File: src/rtl/guess_game_ctrl.sv
// guess_game_ctrl: two-player number-guessing sequencer driving both 7-seg pairs and the LEDs.
// Define GUESS_HINT_EN to show a higher/lower hint on the LEDs while a miss is displayed.
module guess_game_ctrl #(
  parameter int MAX_TRIES  = 5,
  parameter int RESULT_CYC = 50000000,
  parameter int CNT_W      = 26
) (
  input  logic       clk,
  input  logic       rst,
  input  logic [3:0] p1_val,
  input  logic [3:0] p2_val,
  input  logic       p1_btn,
  input  logic       p2_btn,
  output logic [3:0] p1_disp,
  output logic [3:0] p2_disp,
  output logic       p1_blank,
  output logic [3:0] tries_left,
  output logic [9:0] led,
  output logic [2:0] state_o
);
  typedef enum logic [2:0] {IDLE = 3'd0, ARMED = 3'd1, CHECK = 3'd2, RESULT = 3'd3, WIN = 3'd4, OVER = 3'd5} state_t;
  state_t state_q, state_d;
  logic [3:0] secret_q, secret_d, guess_q, guess_d, tries_q, tries_d;
  logic [CNT_W-1:0] cnt_q, cnt_d;
  logic p1_btn_q, p2_btn_q, p1_press, p2_press;
  logic [9:0] miss_led;
  assign p1_press = p1_btn & ~p1_btn_q;
  assign p2_press = p2_btn & ~p2_btn_q;
  always_comb begin
    state_d  = state_q;
    secret_d = secret_q;
    guess_d  = guess_q;
    tries_d  = tries_q;
    cnt_d    = cnt_q;
    if (state_q != IDLE && p1_press) state_d = IDLE;
    else
      case (state_q)
        IDLE: if (p1_press) begin
          secret_d = p1_val;
          tries_d  = 4'(MAX_TRIES);
          state_d  = ARMED;
        end
        ARMED: if (p2_press) begin
          guess_d = p2_val;
          state_d = CHECK;
        end
        CHECK: if (guess_q == secret_q) state_d = WIN;
        else begin
          tries_d = tries_q - 4'(tries_q != 4'd0);
          cnt_d   = CNT_W'(RESULT_CYC - 1);
          state_d = tries_q <= 4'd1 ? OVER : RESULT;
        end
        RESULT: begin
          cnt_d   = cnt_q == '0 ? cnt_q : cnt_q - CNT_W'(1);
          state_d = cnt_q == '0 ? ARMED : RESULT;
        end
        default: ;
      endcase
  end
  always_ff @(posedge clk) begin
    if (rst) begin
      state_q  <= IDLE;
      secret_q <= '0;
      guess_q  <= '0;
      tries_q  <= 4'(MAX_TRIES);
      cnt_q    <= '0;
      p1_btn_q <= 1'b0;
      p2_btn_q <= 1'b0;
    end else begin
      state_q  <= state_d;
      secret_q <= secret_d;
      guess_q  <= guess_d;
      tries_q  <= tries_d;
      cnt_q    <= cnt_d;
      p1_btn_q <= p1_btn;
      p2_btn_q <= p2_btn;
    end
  end
`ifdef GUESS_HINT_EN
  assign miss_led = guess_q > secret_q ? 10'h3E0 : 10'h01F;
`else
  assign miss_led = 10'h000;
`endif
  // The secret stays hidden from the moment it is locked until the round is decided.
  assign p1_blank   = state_q == ARMED || state_q == CHECK || state_q == RESULT;
  assign p1_disp    = state_q == IDLE ? p1_val : secret_q;
  assign p2_disp    = p2_val;
  assign tries_left = tries_q;
  assign led        = state_q == WIN ? 10'h3FF : state_q == OVER ? 10'h2AA : state_q == RESULT ? miss_led : 10'h000;
  assign state_o    = state_q;
endmodule

File: config.mk
export PLATFORM = sky130hd
export DESIGN_NAME = guess_game_ctrl
export DESIGN_NICKNAME = d
export VERILOG_FILES = /design/src/rtl/guess_game_ctrl.sv
export SDC_FILE = /design/constraint.sdc
export NUM_CORES = 1
export LEC_CHECK = 0
export CORE_ASPECT_RATIO = 0.75
export CORE_UTILIZATION = 51
export DETAILED_ROUTE_END_ITERATION = 10
export DONT_BUFFER_PORTS = 1
export PLACE_DENSITY = 0.8
export SLEW_MARGIN = 30
export SYNTH_ARGS = -nofsm -noshare
export SYNTH_HDL_FRONTEND = slang
export SYNTH_SLANG_ARGS = --single-unit
File: constraint.sdc
create_clock -name clk -period 2.58 [get_ports clk]
set_input_delay 0.387 -clock clk [delete_from_list [all_inputs] [get_ports clk]]
set_output_delay 0.387 -clock clk [all_outputs]
set_load 0.01 [all_outputs]
# Word level (Yosys, flattened, before mapping)
# Index checks and enable logic that the tools add are counted.
[totals]
out_inout_bits = 26
inputBits = 12
wordCells = 56
latchBits = 0
ram_bits = 0
ff_bits = 43
n_memories = 0
romBits = 0
[classes]
n_mul = 0
n_addsub = 2
reduce_logical = 16
n_shift = 0
mux = 15
n_lt_le_gt_ge = 1
n_bitwise = 5
n_div = 0
eq_ne = 10
[ops]
columns = ["operator", "n"]
rows = [
  ["26-bit two-way mux", 2],
  ["26-bit case mux with 2 select lines", 1],
  ["26-bit zero test", 1],
  ["26-bit by 1-bit subtractor with 26-bit output, second input constant", 1],
  ["10-bit two-way mux", 2],
  ["3-bit two-way mux", 4],
  ["4-bit two-way mux", 3],
  ["3-bit case mux with 4 select lines", 1],
  ["3-bit AND reduction", 3],
  ["2-bit != test, second input constant", 4],
  ["4-bit case mux with 2 select lines", 1],
  ["4-bit AND reduction", 2],
  ["4-bit nonzero test", 2],
  ["3-bit by 2-bit equality test with 1-bit output, second input constant", 2],
  ["3-bit equality test, second input constant", 2],
  ["4-bit equality test", 1],
  ["4-bit by 1-bit less-or-equal comparator with 1-bit output, second input constant", 1],
  ["2-bit nonzero test", 2],
  ["4-bit by 1-bit subtractor with 4-bit output", 1],
  ["3-bit by 1-bit equality test with 1-bit output, second input constant", 1],
  ["3-bit zero test", 1],
  ["1-bit inverter", 3],
  ["3-bit nonzero test", 1],
  ["1-bit bitwise AND", 2],
  ["other kinds (4)", 5],
]

# Logic depth before layout (Yosys ltp)
# Gate-level depths: netlist (run 1).
[depth]
depth_word = 5
ltp_mapped = 9
ltp_nobuf = 8

# Worst setup path after synthesis (run 1)
# Ideal clock, no wire load.
[synth_timing]
path_type = "register to register"
startpoint = "reg state_q[0], in the netlist state_o[0]"
endpoint = "reg cnt_q[10]"
setup_ns = 0.124
arrival_time_ns = 2.571
period_less_slack_ns = 2.695
path_buffers = 3
stages_incl_launch_ff = 10
required_ns = 2.456
setup_slack_ns = -0.115
cell_sequence = "dfxtp_1 clkbuf_1 nor3_1 inv_1 ha_1 or4_1 clkbuf_1 nand2b_1 clkbuf_1 nor2_1"
[synth_via]
elab_chain_cells = 4
elab_cells_between_ends = 10
classes_between = "eq/ne: 4; mux: 1; bitwise: 1; reduce/logical: 4"
[synth_lines]
columns = ["element", "line", "rtl"]
rows = [
  ["from (decl)", "22", "state_t state_q, state_d;"],
  ["from (signal assigned)", "70", "state_q <= state_d;"],
  ["parallel branches: the longest is 4 deep, another holds 4-bit AND reduction", "n/a", ""],
  ["to (signal assigned)", "74", "cnt_q <= cnt_d;"],
  ["to (decl)", "24", "logic [CNT_W-1:0] cnt_q, cnt_d;"],
]
# Several ways; the timed one is not identified.
# A chain may end at the register's enable or synchronous reset.

# Final worst setup path (run 1)
[layout_timing]
startpoint = "reg state_q[0], in the netlist state_o[0]"
endpoint = "reg cnt_q[24]"
# Same word-level chain as after synthesis.

==> summary.md, run 1 <==
| Metric | Value |
|---|---|
| Count of H-tree levels built during CTS | `2` |
| Violation count after the first detailed-routing iteration | `approximately 160` |
| Mean area per synthesized cell | `8.69 sq um` |
| Routed wire length | `between 4000 and 5000 um` |
| Met1 layer usage reported by global route | `a little under a third` |
| Longest individual stage delay on the worst path | `0.66 ns` |
| Slew Limit Headroom | `a little over two thirds` |
| DPL Wire Length | `about 3600 um` |
| Cell accounting for the most synthesized area | `dfxtp_1` |
| Routed wire length per instance | `15.2 um` |
| Vias in the first global route | `1,810` |
| Required time at the endpoint of the critical path | `around 2.8 ns` |
| Number of detailed-route iterations in the first pass | `5` |
| Core area | `0.00449 sq mm` |
| Signed area change from the synthesized netlist to the final layout | `3.28%` |
| Post-layout min period | `2.13 ns` |
| Antenna violations before repair | `0` |
| Max rail drop VDD | `approximately 0.33 mV` |
| Syn. warnings | `0` |
| Post-route fraction of the period consumed by the critical path | `roughly 83%` |
| I/O pin count | `38` |
| Hold Crit Class | `input pin to flop` |
| Flop and latch count out of synthesis | `43` |
| Vertical die dimension | `between 60 and 70 um` |
| Clock insertion delay at the later pin of the skew report | `~0.30 ns` |
| Leftover overflow at the end of global routing | `0` |
| Total clock buffers created by CTS | `5` |
| Total die area | `about 0.005 sq mm` |
| Setup TNS | `0 ns` |
| DR vias | `a little under 2,000` |
| Utilization of the core after routing | `a little under three fifths` |
| Largest clock skew in the final design | `about 0.0053 ns` |
| Number of nets at the end of the flow | `approximately 290` |
| Gpl congestion | `~0.86` |
| Post-detailed-route via-to-cell ratio | `around 6.1` |
| Number of rows in the core area | `21` |
| Result of the run | `finished, final reports clean` |
| Wire length of the first global-routing pass | `roughly 8300 um` |
| Combined global-route utilization of all metal layers | `around 22%` |
| Crit path capture type | `flop` |
| Clock Sinks | `43` |
| Starting utilization of the core area | `53.4%` |
| CTS tree | `yes` |
| Number of setup buffers added after CTS | `0` |
| Number of buffer cells added on primary ports | `0` |
| Number of standard cells after synthesis | `276` |
| Unique masters post-synth | `48` |
| Maximum clock rate | `roughly 470 MHz` |
| Sort of element at the start of the critical path | `flop` |
| Worst-margin pin slew | `0.450 ns` |
| DIE WIDTH | `approximately 81 um` |
| Sequential cell area fraction in the yosys report | `a little over a third` |
| Unrepaired setup endpoints after global routing | `false` |
| Max stage delay cell, worst path | `or4_1` |
| Clock slew at the register clock pins of the worst setup and hold paths | `approximately 0.070 ns` |
| Detail Route Antenna Nets | `0` |
| Global-route met3 utilization | `about 6.5%` |
| Fraction of post-synthesis cell area in the top cell type by area | `roughly 36%` |
| Count of buffering cells on the critical path with inverters included | `1` |
| Post-CTS Hold Fix Bufs | `0` |
| Leak | `~0.001 uW` |
| Final Setup Violations | `0` |
| Async set or reset register ratio after synthesis | `0%` |
| Pin count of the biggest net entering global routing | `34` |
| Cell at the root of the clock tree | `clkbuf_8` |
| Data arrival time at the worst-slack endpoint | `~2.3 ns` |
| Max-cap check violation count | `0` |
| Number of synthesized flops with an enable pin | `0` |
| Number of hold violations in the final report | `0` |
| Maximum fanout encountered on the critical timing path | `8` |
| Buffer levels on the longest clock path | `2` |
| Synthesized Nets | `295` |
| Power density over cell area | `541 mW/mm^2` |
| Number of resized instances in the post-cts repair step | `0` |
| Highest-utilization routing layer at the global route stage | `met2` |
| Largest delay contributor family on the critical path | `simple AND/OR/NAND/NOR gates` |
| Number of remaining DRC errors | `0` |
| Diodes inserted | `0` |
| Cell breakdown of the critical path | `nor3_2 > inv_1 > ha_1 > or4_1 > nand2b_1 > a21oi_1` |
| Most common flop cell mapped by yosys | `dfxtp_1` |
| Share of post-route cells with drive strength above 1 | `approximately 12%` |
| Synth area leaders | `dfxtp_1 (36%), xor2_1 (5.5%), nor2_1 (5.0%)` |
| Mapped cell area | `roughly 0.0024 sq mm` |
| Global routing met2 resource utilization | `about a third` |
| Final max-slew violation count | `0` |
| Critical path type | `flop to flop` |
layer usage:
layer | vias to the layer above | wire (um)
met1 | 929 | 2410
met3 | 9 | 340
met4 | 0 | 75
met2 | 69 | 2100
met5 | - | 0
li1 | 974 | -
placed cells by master, fill, tap and decap left out, types with 2 or more instances in the layout:
master and n:
dfxtp_1 43, o21ai_0 10, nor2_1 32, nor2b_1 4
a21oi_1 15, xor2_1 15, a311oi_1 3, nand2_1 10
nor4b_1 2, mux2_2 4, o211ai_1 3, nor4_1 3
nand2b_1 3, and3_1 2, a211oi_1 2, a31oi_1 8
mux2i_1 8, nor3_2 2, inv_1 8, ha_1 7
nand4_1 4, nor4_2 4, nor3_1 14, o21a_1 6
o31ai_1 4, or3_1 9, buf_4 10, or4_1 6
o2111ai_1 2, nand3_2 2, clkbuf_8 5
synthesized netlist by cell type, drive strengths merged, types with 2 or more instances:
cell	count
or3	9
a31oi	8
clkbuf	11
nor2	32
nand3	3
nor4	7
dfxtp	43
nor2b	4
o21ai	11
mux2i	8
ha	7
a21oi	15
nor4b	2
a211oi	2
buf	15
a311oi	3
nand4	5
nor3	17
o21a	6
mux2	4
o2111ai	2
nand2b	3
o211ai	3
and3	2
o31ai	4
or4	7
xor2	15
inv	8
nand2	10
kinds of logic after synthesis:
group	Yosys count	synth area share, %
and+or+nand+nor	106	26.3
AOI/OAI and AO/OA	58	15.8
DFF	43	35.9
buffers and inverters	34	7.30
xor gates and xnor gates	16	5.84
muxes	12	5.21
adders and majority gates	7	3.65
stage by stage:
| step | std cells | setup slack, ns | power, uW | hold WS (ns) | instance area, sq um |
|---|---|---|---|---|---|
| CTS | 323 | 0.442 | 1350 | 0.140 | 2480 |
| global placement | 317 | 0.515 | 959 | 0.460 | 2410 |
| floorplan | 276 | 0.102 | 915 | 0.465 | 2400 |
| global route | 323 | 0.256 | 1410 | 0.140 | 2480 |
| detailed placement | 317 | 0.449 | 964 | 0.461 | 2410 |
| finish | 323 | 0.451 | 1340 | 0.148 | 2480 |
registers in the layout (all words and copies together) (netlist names):
name and count:
p1_btn_q 1, p2_btn_q 1, tries_left 4, cnt_q 26, secret_q 4, guess_q 4, state_o 3
report_power, final:
part	internal, uW	switching [uW]
clock	180	209
combinational	96.5	156
sequential	683	17.4
total	960	382
worst paths after layout:
path / startpoint / endpoint / slack [ns] / cells past startpoint
max reg2reg: state_o[0] / cnt_q[24] / 0.45 / 6
min reg2reg: cnt_q[11] / cnt_q[11] / 0.51 / 2
max: state_o[0] / cnt_q[24] / 0.45 / 6
min: rst / cnt_q[6] / 0.15 / 1
area by class of cell:
cell class	count	area, sq um
timing repair buffer	10	75.1
fill	402	2010
multi-input combinational	199	1370
sequential	43	861
inverter	8	30.0
clock buffer	6	72.6
tap	57	71.3
worst reg2reg max path, cell delays in order (launching register included):
cell	delay (ns)
dfxtp_1	0.32
nor3_2	0.22
inv_1	0.07
ha_1	0.31
or4_1	0.66
nand2b_1	0.34
a21oi_1	0.08
(Power assumes the default switching activity.)
==> run 2: changes to the inputs <==
--- a/config.mk
+++ b/config.mk
@@ -5,11 +5,12 @@
 export SDC_FILE = /design/constraint.sdc
 export NUM_CORES = 1
 export LEC_CHECK = 0
+export ABC_AREA = 1
 export CORE_ASPECT_RATIO = 0.75
 export CORE_UTILIZATION = 51
 export DETAILED_ROUTE_END_ITERATION = 10
 export DONT_BUFFER_PORTS = 1
-export PLACE_DENSITY = 0.8
+export PLACE_DENSITY = 0.77
 export SLEW_MARGIN = 30
 export SYNTH_ARGS = -nofsm -noshare
 export SYNTH_HDL_FRONTEND = slang
==> constraint.sdc (replaced) <==
create_clock -name clk -period 2.1 [get_ports clk]
set_input_delay 0.315 -clock clk [delete_from_list [all_inputs] [get_ports clk]]
set_output_delay 0.315 -clock clk [all_outputs]
set_load 0.01 [all_outputs]
==> run 2 against run 1 <==
Against the previous run:
- count of clock-buffer cells in the layout unchanged
- global-route usage up 2.8 points
- setup slack worse by 0.31 ns
- non-clock buffer count down 2
- routed wire length up 39%
- synthesized cell count up 66%
- via count up 42%
- largest cell class unchanged
- highest routed layer unchanged
- area after synthesis up 19%
- die area up 18%
- combinational power rose to 9.7 times the previous value
- fmax up 8.8%
==> summary.md, run 2 <==
| Metric | Value |
|---|---|
| Result of the run | `finished, final reports clean (unchanged)` |
| Number of hold violations in the final report | `0 (unchanged)` |
| Cell at the root of the clock tree | `clkbuf_8 (unchanged)` |
| Clock Sinks | `43 (unchanged)` |
| Mapped cell area | `0.00286 sq mm (was 0.00240 sq mm)` |
| Buffer levels on the longest clock path | `2 (unchanged)` |
| Placement-stage cell area | `0.00285 sq mm (was 0.00241 sq mm)` |
| Largest delay contributor family on the critical path | `buffers and inverters (was simple AND/OR/NAND/NOR gates)` |
| Total clock buffers created by CTS | `5 (unchanged)` |
| Antenna violations before repair | `0 (unchanged)` |
| Power density over cell area | `1380 mW/mm^2 (was 541 mW/mm^2)` |
| Number of setup buffers added after CTS | `0 (unchanged)` |
| Number of standard cells after synthesis | `458 (was 276)` |
| Fraction of post-synthesis cell area in the top cell type by area | `30.1% (was 35.9%)` |
| Most common flop cell mapped by yosys | `dfxtp_1 (unchanged)` |
| Routed wire length per instance | `13.0 um (was 15.2 um)` |
| Wire length of the first global-routing pass | `11,200 um (was 8250 um)` |
| Synth area leaders | `dfxtp_1 (30%), nand2_1 (17%), nor2_1 (8.9%) (was dfxtp_1 (36%), xor2_1 (5.5%), nor2_1 (5.0%))` |
| Flop and latch count out of synthesis | `43 (unchanged)` |
| Cell with the most instances after synthesis | `nand2_1 (was dfxtp_1)` |
| Cell seen most often among critical-path stages | `inv_1` |
| Detail Route Antenna Nets | `0 (unchanged)` |
| I/O pin count | `38 (unchanged)` |
| Post-route fraction of the period consumed by the critical path | `93.2% (was 82.5%)` |
| Most common cell after layout, fill and taps aside | `nand2_1 (was dfxtp_1)` |
| Count of buffering cells on the critical path with inverters included | `4 (was 1)` |
| Pin count of the biggest net entering global routing | `31 (was 34)` |
| Violation count after the first detailed-routing iteration | `272 (was 157)` |
| Sequential cell area fraction in the yosys report | `30.1% (was 35.9%)` |
| Synthesized Nets | `477 (was 295)` |
| Number of rows in the core area | `23 (was 21)` |
| Register with the highest flop count | `cnt_q (unchanged)` |
| Maximum fanout encountered on the critical timing path | `5 (was 8)` |
| Number of filler instances in the final layout | `551 (was 402)` |
| Number of detailed-route iterations in the first pass | `5 (unchanged)` |
| Mean area per synthesized cell | `6.23 sq um (was 8.69 sq um)` |
| Start of the worst register-to-register path | `state_o[0] (unchanged)` |
| Max rail drop VDD | `0.487 mV (was 0.333 mV)` |
| Longest individual stage delay on the worst path | `0.38 ns (was 0.66 ns)` |
| Post-layout min period | `1.96 ns (was 2.13 ns)` |
| Unique masters post-synth | `29 (was 48)` |
| Number of synthesized flops with an enable pin | `0 (unchanged)` |
| Final Setup Violations | `0 (unchanged)` |
| CTS tree | `yes (unchanged)` |
| Max stage delay cell, worst path | `dfxtp_1 (was or4_1)` |
| Async set or reset register ratio after synthesis | `0% (unchanged)` |
| Final max-slew violation count | `0 (unchanged)` |
| Max-cap check violation count | `0 (unchanged)` |
| Largest clock skew in the final design | `0.0129 ns (was 0.00525 ns)` |
| Number of cells in the finished layout apart from fillers | `527 (was 323)` |
| Data arrival time at the worst-slack endpoint | `2.21 ns (was 2.30 ns)` |
| Share of post-route cells with drive strength above 1 | `9.73% (was 12.0%)` |
| Post-Place Cells | `517 (was 317)` |
| Leftover overflow at the end of global routing | `0 (unchanged)` |
| Hold Crit Class | `input pin to flop (unchanged)` |
| Final instance area | `0.00297 sq mm (was 0.00248 sq mm)` |
| Crit path capture type | `flop (unchanged)` |
| Combined global-route utilization of all metal layers | `24.8% (was 22.0%)` |
| Vias in the first global route | `2,467 (was 1,810)` |
| Clock insertion delay at the later pin of the skew report | `0.31 ns (was 0.30 ns)` |
| Max FFs per register | `26 (unchanged)` |
| Number of buffer cells added on primary ports | `0 (unchanged)` |
| Most used cells in the layout excluding fill and tap cells | `nand2_1 (125), nor2_1 (67), nand3_1 (49) (was dfxtp_1 (43), nor2_1 (32), xor2_1 (15), a21oi_1 (15), nor3_1 (14))` |
| DR vias | `2,806 (was 1,981)` |
| Cell accounting for the most synthesized area | `dfxtp_1 (unchanged)` |
| Total die area | `0.00591 sq mm (was 0.00499 sq mm)` |
| Count of H-tree levels built during CTS | `2 (unchanged)` |
| Core area | `0.00538 sq mm (was 0.00449 sq mm)` |
| Gpl congestion | `0.877 (was 0.857)` |
| Vertical die dimension | `66.8 um (was 61.4 um)` |
| DIE WIDTH | `88.4 um (was 81.2 um)` |
| Diodes inserted | `0 (unchanged)` |
| Starting utilization of the core area | `53.1% (was 53.4%)` |
| Top cells by instance count after synthesis | `nand2_1 (126), nor2_1 (68), nand3_1 (49), inv_1 (47), dfxtp_1 (43) (was dfxtp_1 (43), nor2_1 (32), a21oi_1 (15), nor3_1 (15), xor2_1 (15))` |
| Signed area change from the synthesized netlist to the final layout | `3.90% (was 3.28%)` |
| Routed wire length | `6850 um (was 4920 um)` |
| Number of nets at the end of the flow | `470 (was 286)` |
| Worst reg2reg endpoint | `cnt_q[24] (unchanged)` |
| Worst hold start | `rst (unchanged)` |
| Number of remaining DRC errors | `0 (unchanged)` |
| Clock slew at the register clock pins of the worst setup and hold paths | `0.09 ns (was 0.07 ns)` |
| Cell breakdown of the critical path | `inv_1 > nand2_2 > nor2_2 > inv_1 > ha_1 > inv_1 > nand2_1 > a21oi_2 > buf_2 > nand2_1 > a21oi_2 (was nor3_2 > inv_1 > ha_1 > or4_1 > nand2b_1 > a21oi_1)` |
| Required time at the endpoint of the critical path | `2.35 ns (was 2.75 ns)` |
| Reg-to-reg slack, setup | `0.14 ns (was 0.45 ns)` |
| Syn. warnings | `0 (unchanged)` |
| Post-detailed-route via-to-cell ratio | `5.32 (was 6.13)` |
| R2r worst-path depth | `11 (was 6)` |
| Critical path type | `flop to flop (unchanged)` |
| Slew Limit Headroom | `74.0% (was 69.7%)` |
| DPL Wire Length | `4810 um (was 3560 um)` |
| Worst-margin pin slew | `0.389 ns (was 0.450 ns)` |
| Cell count of the worst hold path | `1 (unchanged)` |
| Hold EP | `cnt_q[0] (was cnt_q[6])` |
| Leak | `0.00139 uW (was 0.00101 uW)` |
| Sort of element at the start of the critical path | `flop (unchanged)` |
| Maximum clock rate | `511 MHz (was 470 MHz)` |
## run 2: cell count changes in the layout (fill, tap and decap cells not counted), sizes merged, moves of 9 or more
cell / change
nand2: +120
nand3: +47
nor2: +47
inv: +41
a21oi: +18
nor3: -13
xor2: -11
or3: -9
## run 2: repair_timing
item,CTS,global route
endpoints found under the setup margin,0,30
hold buffers,0,0
gates resized for setup,0,8
## run 2: cell type report
class	instances	area, sq um	area share, %
multi-input combinational	344	1680	56.6
sequential	43	861	29.0
inverter	49	189	6.37
tap	75	93.8	3.16
clock buffer	6	72.6	2.45
timing repair buffer	8	57.6	1.94
clock inverter	2	12.5	0.422
## run 2: cells by family (layout without fill, tap and decap cells)
logic type | count (synthesis) | count (layout) | share of synthesized area [%]
AOI/OAI and AO/OA | 52 | 52 | 9.86
adders and majority gates | 7 | 7 | 3.07
buffers and inverters | 72 | 65 | 11.9
xor gates and xnor gates | 7 | 7 | 2.15
DFF | 43 | 43 | 30.1
and+or+nand+nor | 277 | 278 | 42.9
## run 2: power by group
group / internal (uW) / leakage, uW / switching [uW]
combinational: 843 / 0.000997 / 1610
sequential: 957 / 0.000350 / 172
clock: 233 / 0.0000412 / 293
## run 2: worst max-delay path by stage
stage | cells after the start | end | slack (ns) | from
finish | 11 | cnt_q[24] | 0.14 | state_o[0]
CTS | 9 | guess_q[1] | 0.09 | state_o[0]
global route | 11 | cnt_q[17] | -0.004 | state_o[0]
detailed placement | 9 | guess_q[1] | 0.11 | state_o[0]
floorplan | 12 | cnt_q[24] | 0.1 | state_o[2]
global placement | 9 | guess_q[1] | 0.19 | state_o[0]
## run 2: stage by stage
step	power, uW	hold WS, ns	setup WS, ns	util [%]	TNS, ns
floorplan	3070	0.435	0.0998	-	0
global placement	3420	0.381	0.192	52.9	0
detailed placement	3500	0.384	0.113	52.9	0
CTS	4040	0.0609	0.0869	54.5	0
global route	4490	0.0540	-0.00388	55.1	-0.00388
finish	4110	0.0766	0.143	55.1	0
## run 2: layer usage
layer | vias up | wire length, um | track usage (%) | part of all wire, %
li1 | 1432 | - | - | -
met1 | 1284 | 3410 | 34.2 | 50
met2 | 83 | 2980 | 39.8 | 43
met3 | 7 | 393 | 4.21 | 5.7
met4 | 0 | 68 | 6.85 | 0.99
met5 | - | 0 | 0 | 0
